File: src/rtl/store_drain_ctrl_pkg.sv
// Shared types for the committed-store buffer and its forwarding CAM.
// Optional forwarding is built only when STORE_FWD_EN is defined.
package store_drain_ctrl_pkg;

  typedef logic [63:0] ADDR;
  typedef logic [63:0] DATA;

  localparam int SB_DEPTH_DFLT     = 8;
  localparam int STARVE_LIMIT_DFLT = 16;

  typedef logic [$clog2(SB_DEPTH_DFLT)-1:0] SB_PTR;

  typedef struct packed {
    ADDR addr;
    DATA data;
  } SB_ENTRY_t;

  typedef enum logic [1:0] {SB_IDLE, SB_ISSUE, SB_URGENT} SB_STATE_t;

  function automatic logic [1:0] popcnt2(input logic [1:0] v);
    return {1'b0, v[0]} + {1'b0, v[1]};
  endfunction

endpackage

File: src/rtl/store_drain_ctrl_fwd_cam.sv
// Youngest-match store-to-load forwarding CAM for one load probe port.
// Compiled only when STORE_FWD_EN is defined.
`ifdef STORE_FWD_EN
module sb_fwd_cam
  import store_drain_ctrl_pkg::*;
#(
  parameter int SB_DEPTH = SB_DEPTH_DFLT
) (
  input  SB_ENTRY_t [SB_DEPTH-1:0]       i_mem,
  input  logic [$clog2(SB_DEPTH)-1:0]    i_head,
  input  logic [$clog2(SB_DEPTH):0]      i_count,
  input  logic [63:0]                    i_ld_addr,
  output logic                           o_hit,
  output logic [63:0]                    o_data
);
  localparam int PW = $clog2(SB_DEPTH);

  ADDR  w_key;
  logic w_unused_lo;

  // Stored addresses already have [2:0] cleared, so match on the full word.
  assign w_key       = {i_ld_addr[63:3], 3'b000};
  assign w_unused_lo = ^i_ld_addr[2:0];

  // Walk oldest to youngest; a later match overrides, so the youngest wins.
  always_comb begin
    o_hit  = 1'b0;
    o_data = '0;
    for (int k = 0; k < SB_DEPTH; k++) begin
      if (k < int'(i_count) && i_mem[i_head + PW'(k)].addr == w_key) begin
        o_hit  = 1'b1;
        o_data = i_mem[i_head + PW'(k)].data;
      end
    end
  end

endmodule
`endif

File: src/rtl/store_drain_ctrl.sv
// Committed-store buffer: in-order drain to the cache store port with retry and starvation escalation.
// Define STORE_FWD_EN to add store-to-load forwarding on the two probe ports.
module store_drain_ctrl
  import store_drain_ctrl_pkg::*;
#(
  parameter int SB_DEPTH     = SB_DEPTH_DFLT,
  parameter int STARVE_LIMIT = STARVE_LIMIT_DFLT
) (
  input  logic             clk,
  input  logic             reset_n,
  input  logic [1:0]       rt_st_valid,
  input  logic [1:0][63:0] rt_st_addr,
  input  logic [1:0][63:0] rt_st_data,
  output logic             sb_stall,
  output logic             st_request_valid,
  output logic [63:0]      st_requested_addr,
  output logic [63:0]      st_request_data,
  input  logic             st_request_sent,
  output logic             st_urgent,
  input  logic             drain_req,
  output logic             sb_drained,
  input  logic [1:0][63:0] ld_addr,
  output logic [1:0]       ld_fwd_valid,
  output logic [1:0][63:0] ld_fwd_data
);
  localparam int PW = $clog2(SB_DEPTH);
  localparam int CW = PW + 1;
  localparam int SW = $clog2(STARVE_LIMIT) + 1;

  SB_ENTRY_t [SB_DEPTH-1:0] r_mem;
  logic [PW-1:0]            r_head, r_tail, w_tail1;
  logic [CW-1:0]            r_count, w_enq_n;
  SB_STATE_t                r_state, w_state_nxt;
  logic [SW-1:0]            r_starve, w_starve_nxt;
  logic                     w_enq_ok, w_acc, w_refuse, w_unused_lo;

  // Stall looks only at the registered count; a same-cycle pop gives no credit.
  assign sb_stall         = (SB_DEPTH - int'(r_count)) < 2;
  assign st_request_valid = (r_count != '0);
  assign w_acc            = st_request_valid && st_request_sent;
  assign w_refuse         = st_request_valid && !st_request_sent;
  assign w_enq_ok         = !sb_stall;
  assign w_enq_n          = w_enq_ok ? CW'(popcnt2(rt_st_valid)) : '0;
  assign w_tail1          = rt_st_valid[0] ? r_tail + PW'(1) : r_tail;
  assign w_unused_lo      = ^{rt_st_addr[0][2:0], rt_st_addr[1][2:0]};

  assign st_requested_addr = st_request_valid ? r_mem[r_head].addr : '0;
  assign st_request_data   = st_request_valid ? r_mem[r_head].data : '0;
  assign st_urgent         = (r_state == SB_URGENT);
  assign sb_drained        = drain_req && (r_count == '0);

  // Entry storage needs no reset: nothing is visible until count covers it.
  always_ff @(posedge clk) begin
    if (w_enq_ok && rt_st_valid[0])
      r_mem[r_tail] <= '{addr: {rt_st_addr[0][63:3], 3'b000}, data: rt_st_data[0]};
    if (w_enq_ok && rt_st_valid[1])
      r_mem[w_tail1] <= '{addr: {rt_st_addr[1][63:3], 3'b000}, data: rt_st_data[1]};
  end

  always_ff @(posedge clk) begin
    if (!reset_n) begin
      r_head   <= '0;
      r_tail   <= '0;
      r_count  <= '0;
      r_state  <= SB_IDLE;
      r_starve <= '0;
    end else begin
      r_head   <= r_head + PW'(w_acc);
      r_tail   <= r_tail + PW'(w_enq_n);
      r_count  <= r_count + w_enq_n - CW'(w_acc);
      r_state  <= w_state_nxt;
      r_starve <= w_starve_nxt;
    end
  end

  always_comb begin
    w_state_nxt  = r_state;
    w_starve_nxt = r_starve;
    case (r_state)
      SB_IDLE: if (w_enq_n != '0) w_state_nxt = SB_ISSUE;
      SB_ISSUE, SB_URGENT: begin
        if (w_acc) begin
          w_starve_nxt = '0;
          w_state_nxt  = (r_count == CW'(1) && w_enq_n == '0) ? SB_IDLE : SB_ISSUE;
        end else if (w_refuse) begin
          if (r_starve != '1) w_starve_nxt = r_starve + SW'(1);
          if (r_state == SB_ISSUE && r_starve == SW'(STARVE_LIMIT - 1))
            w_state_nxt = SB_URGENT;
        end
      end
      default: w_state_nxt = SB_IDLE;
    endcase
  end

`ifdef STORE_FWD_EN
  for (genvar p = 0; p < 2; p++) begin : g_fwd
    sb_fwd_cam #(.SB_DEPTH(SB_DEPTH)) u_cam (
      .i_mem     (r_mem),
      .i_head    (r_head),
      .i_count   (r_count),
      .i_ld_addr (ld_addr[p]),
      .o_hit     (ld_fwd_valid[p]),
      .o_data    (ld_fwd_data[p])
    );
  end
`else
  logic w_unused_ld;
  assign w_unused_ld  = ^ld_addr;
  assign ld_fwd_valid = '0;
  assign ld_fwd_data  = '0;
`endif

endmodule
File: config.mk
export PLATFORM = sky130hd
export DESIGN_NAME = store_drain_ctrl
export DESIGN_NICKNAME = d
export VERILOG_FILES = /design/src/rtl/store_drain_ctrl_pkg.sv /design/src/rtl/store_drain_ctrl_fwd_cam.sv /design/src/rtl/store_drain_ctrl.sv
export SDC_FILE = /design/constraint.sdc
export NUM_CORES = 2
export LEC_CHECK = 0
export CORE_MARGIN = 2
export CORE_UTILIZATION = 58
export DETAILED_ROUTE_END_ITERATION = 12
export PLACE_DENSITY = 0.94
export SYNTH_ARGS = -nofsm -noshare
export SYNTH_HDL_FRONTEND = slang
export SYNTH_SLANG_ARGS = --single-unit
File: constraint.sdc
create_clock -name clk -period 8.4 [get_ports clk]
set_input_delay 0.84 -clock clk [delete_from_list [all_inputs] [get_ports clk]]
set_output_delay 0.84 -clock clk [all_outputs]
set_load 0.02 [all_outputs]
### Yosys cells after proc, flatten, opt, wreduce, memory -nomap -nowiden

Cells that the tools add are included.

* add/subtract/negate cells: 8
* $lt $le $gt $ge: 6
* eq/ne operators: 8
* multiplexer cells: 23
* reduce and logical (&&, ||, !) cells: 21

Operators by type and width (count)
* $bwmux W1024: 2
* $mux W1024: 2
* $demux W128 S3: 2
* $bmux W128 S3: 1
* $mux W128: 3
* $mux W64: 2
* $mux W5: 3
* $lt A3 B4 Y1 const B: 3
* $mux W2: 5
* $logic_and A1 B1 Y1: 9
* $logic_not A4 Y1: 2
* $reduce_bool A4 Y1: 2
* $ge A3 B1 Y1 const B: 2
* $ne A3 B3 Y1 const B: 2
* $reduce_and A3 Y1: 2
* $add A5 B1 Y5 const B: 1
* $eq A5 B4 Y1 const B: 1
* $lt A5 B3 Y1 const B: 1
* $ne A5 B5 Y1 const B: 1
* $sub A4 B4 Y5 const A: 1
* $add A4 B2 Y4: 1
* $eq A4 B1 Y1 const B: 1
* $pmux W2 S2: 1
* $reduce_bool A2 Y1: 2
* other kinds (13): 14

* flip-flop bits (word level): 1041
* logic and storage cells: 87

### Longest topological paths before layout

* word-level depth: 8
* mapped depth: 15
* depth with buffers taken out: 14

### Worst setup path after synthesis

No wires, ideal clock.

* path kind: reg-to-output
* start: register r_head[0]
* end: output port st_requested_addr[14]
* arrival time: 2.058 ns
* required time: 7.560 ns
* slack: 5.502 ns
* cell stages (with the launch flop): 7
* path buffers: 3
* path through: dfxtp_1 -> clkbuf_1 -> clkbuf_1 -> buf_1 -> mux4_2 -> mux2i_1 -> nor2_1

* word-level cells in the longest chain between the ends: 3

RTL lines
* start: declaration: line store_drain_ctrl.sv:31 `logic [PW-1:0] r_head, r_tail, w_tail1;`
* start signal: assignment: line store_drain_ctrl.sv:68 `r_head <= r_head + PW'(w_acc);`
* $bmux W128 S3: line store_drain_ctrl.sv:47 `assign st_requested_addr = st_request_valid ? r_mem[r_head].addr : '0;`
* $mux W128
* $mux W64: line store_drain_ctrl.sv:47
* end: declaration: line store_drain_ctrl.sv:16 `output logic [63:0] st_requested_addr,`

Every way passes these cells. The select of a mux whose other input is x is not followed.

### Worst setup path in the final report

* start: register r_head[1]
* end: output port st_request_data[29]

* word-level cells in the longest chain between the ends: 3

RTL lines
* $bmux W128 S3: line store_drain_ctrl.sv:48 `assign st_request_data = st_request_valid ? r_mem[r_head].data : '0;`
* $mux W128 (not written as such): line store_drain_ctrl.sv:48
* $mux W64: line store_drain_ctrl.sv:48
* end: declaration: line store_drain_ctrl.sv:17 `output logic [63:0] st_request_data,`

Every way passes these cells. The select of a mux whose other input is x is not followed.

==> flow_summary.ini <==
[clock_tree]
htreeDepth = 3
clock_latency_on_the_worst_skew_pair_ns = 0.72
clock_tree.buffer_depth = 3
numCtsBuffers = 106
ctsResizeCount = 0
clock-root-buffer = clkbuf_16
cts.sinks = 1041
hold_buffers = 0
postcts_setup_bufs = 0
cts_tree = built
worst_path_clk_slew_ns = 0.06

[route]
route.detailed.wl_per_inst_um = 27.66
drt_iter0_drc = 6776
drc_errors = 0
ant_nets = 0
drt_first_pass_iters = 6
vias_per_cell = 7.051
dr_total_vias = 45590
route.final.wire_length_mm = 178.9

[timing]
fmaxAchievable_ghz = 0.2032
fin_worst_skew_ns = 0.03549
final_critical_path_setup_slack_ns = 3.478
setup_viol_count_final = 0
worst-slew-pin-transition_ns = 1.283
setup_repair_after_global_routing_missed_its_margin = false
fin_crit_sh_pct = 58.60
layout_min_cycle_time_ns = 4.922
report.final.hold_viol_count = 0
worst_slew_margin_rel_pct = 14.48
accumulated_negative_setup_slack_ns = 0
maxSlewViolCount = 0

[power]
total_power_density_per_cell_area_mw_per_mm2 = 414.1
power.ir.vdd_worst_mv = 0.2953
pleak_uw = 0.02420
p_total_uw = 24750

[floorplan]
floorplan.initialDensity_pct = 58.65
coreArea_mm2 = 0.09029
die_area_mm2 = 0.09374
floorplan.io_pins = 652
die_h_um = 306.2
die_w_um = 306.2
placementRows = 110

[critical_path]
setup.worst_path.end_class = output port
arrival_time_worst_endpoint_ns = 4.08
timing.critical_path.fanout_max = 94
timing.setup.critical_path_class = reg2out
setup.worst_path.start_class = flip-flop
worst-endpoint-required_ns = 7.56

[global_route]
first_global_vias = 46340
grt_start_max_net_pins = 141
initial_antenna_violation_count = 41
gr-usage-all-layers_pct = 36.59
grt_pass1_wl_mm = 267.5
gr-total-overflow = 0

[yosys]
asyncSetResetFlopFracSynth_pct = 0
syn-instance-count = 5186
syn-mean-instance-area_um2 = 10.21
synth_ff_type = dfxtp_1
ys_types = 50
synth.ff_latch_count = 1041
synth_edf_count = 0
synth-seq-area-share_pct = 39.35
yosys_warnings = 0
mappedNetlistArea_mm2 = 0.05296

[placed_design]
pre_cts_ws_ns = 3.977
gp_congestion = 0.7987
io_buffer_count = 387
dp_hpwl_mm = 91.06

[flow_run]
maxCapViolations = 0

[final_layout]
syn_to_layout_area_delta_pct = 12.89
drive_above_1_share_pct = 19.98
number_of_nets_at_the_end_of_the_flow = 5576

[worst_hold_path]
timing.hold.worst.class = reg2reg

[status]
status = finished, final reports clean
## layout make-up
type / instances / area, um2
fill: 5931 / 30500
multi-input combinational: 3552 / 29170
sequential: 1041 / 20850
timing repair buffer: 442 / 4399
clock buffer: 148 / 3124
tap: 1176 / 1471
clock inverter: 46 / 591.8
antenna: 41 / 102.6
inverter: 20 / 75.07
## cells by family (layout without fill, tap and decap cells)
group | Yosys count | in the layout | share of synthesized area, %
AO/OA/AOI/OAI | 1150 | 1150 | 14.82
multiplexers | 1139 | 1139 | 30.14
AND/OR/NAND/NOR | 1104 | 1104 | 8.250
flip-flops | 1041 | 1041 | 39.35
buffers and inverters | 722 | 656 | 6.762
adder cells (fa/ha/maj) | 23 | 23 | 0.5718
XOR/XNOR | 6 | 6 | 0.09923
other | 1 | 171 | 0.007081
## flip-flops by register name, summed over array words and instances (netlist names)
register  cells
r_count       4
r_head        3
r_tail        3
r_state       2
r_starve      5
r_mem      1024
## cell usage after synthesis (4+ instances only)
cell       number  area share, %
a2bb2oi_1     498            8.2
o21ai_0         6          0.057
ha_1           21           0.50
or3_1           8          0.095
nor3_2          6           0.11
nor2_1        260            1.8
mux2_2        414            8.8
and2_1         11           0.13
buf_2         141            1.3
dfxtp_1      1041             39
buf_4         131            1.9
and3_1         32           0.38
mux4_2        256             11
mux2_1        230            4.9
clkbuf_1      230            1.6
inv_1          19           0.13
nand3_1         4          0.038
a21oi_1       503            4.8
a31oi_1       126            1.5
mux2_4        110            3.1
nor2b_1         8          0.095
xor2_1          4          0.066
buf_1         173            1.2
buf_6          27           0.57
nand2_1       766            5.4
mux2i_1       129            2.4
## path summary, 6_finish.rpt
| check | start | endpoint | slack (ns) | cells past startpoint |
|---|---|---|---|---|
| hold / removal | r_mem[224] | r_mem[224] | 0.45 | 2 |
| setup reg to reg | r_count[0] | r_mem[0] | 4.10 | 10 |
| setup / recovery | r_head[1] | st_request_data[29] | 3.48 | 5 |
| hold reg to reg | r_mem[224] | r_mem[224] | 0.45 | 2 |
## placed cells by master, fill, tap and decap left out, types with 46 or more instances in the layout
cell	instances
nand2_1	759
dfxtp_1	1038
mux2_1	230
nor2_1	260
a2bb2oi_1	498
mux2_4	110
buf_4	46
clkdlybuf4s50_1	387
mux2_2	414
mux2i_1	129
clkbuf_16	109
a21oi_1	503
a31oi_1	126
mux4_2	256
conb_1	130
## worst max-delay path: stages, from the launching register on
cell and delay [ns]:
dfxtp_4 1.12, buf_12 0.56, mux4_2 0.34, mux2i_1 0.12, nor2_1 0.41, clkdlybuf4s50_1 0.71
## report_power, final
| group | internal, uW | total (uW) | leakage (uW) | switching [uW] |
|---|---|---|---|---|
| sequential | 7290 | 8580 | 0.00868 | 1290 |
| combinational | 5500 | 11100 | 0.0137 | 5590 |
| clock | 2970 | 5080 | 0.00185 | 2110 |
## layer usage
metal | vias up | share of wire, % | routed length, um | GRT usage (%)
met5 | - | 0.075 | 135 | 0
met4 | 20 | 6.6 | 11790 | 24.27
met3 | 1056 | 14 | 24300 | 9.567
met2 | 4098 | 45 | 81310 | 58.23
met1 | 21920 | 34 | 61320 | 43.80
li1 | 18500 | - | - | -
## stage by stage
step	cell area (um2)	cells	hold slack, ns	utilization [%]
after floorplan	53440	5315	0.4281	-
after global routing	59750	6452	0.4681	66.18
after detailed placement	55970	6231	0.4451	61.99
after CTS	59680	6425	0.4530	66.10
final	59780	6466	0.4514	66.22
after global placement	55970	6231	0.4337	61.99
Note: power is estimated with default switching activity, not from simulation.
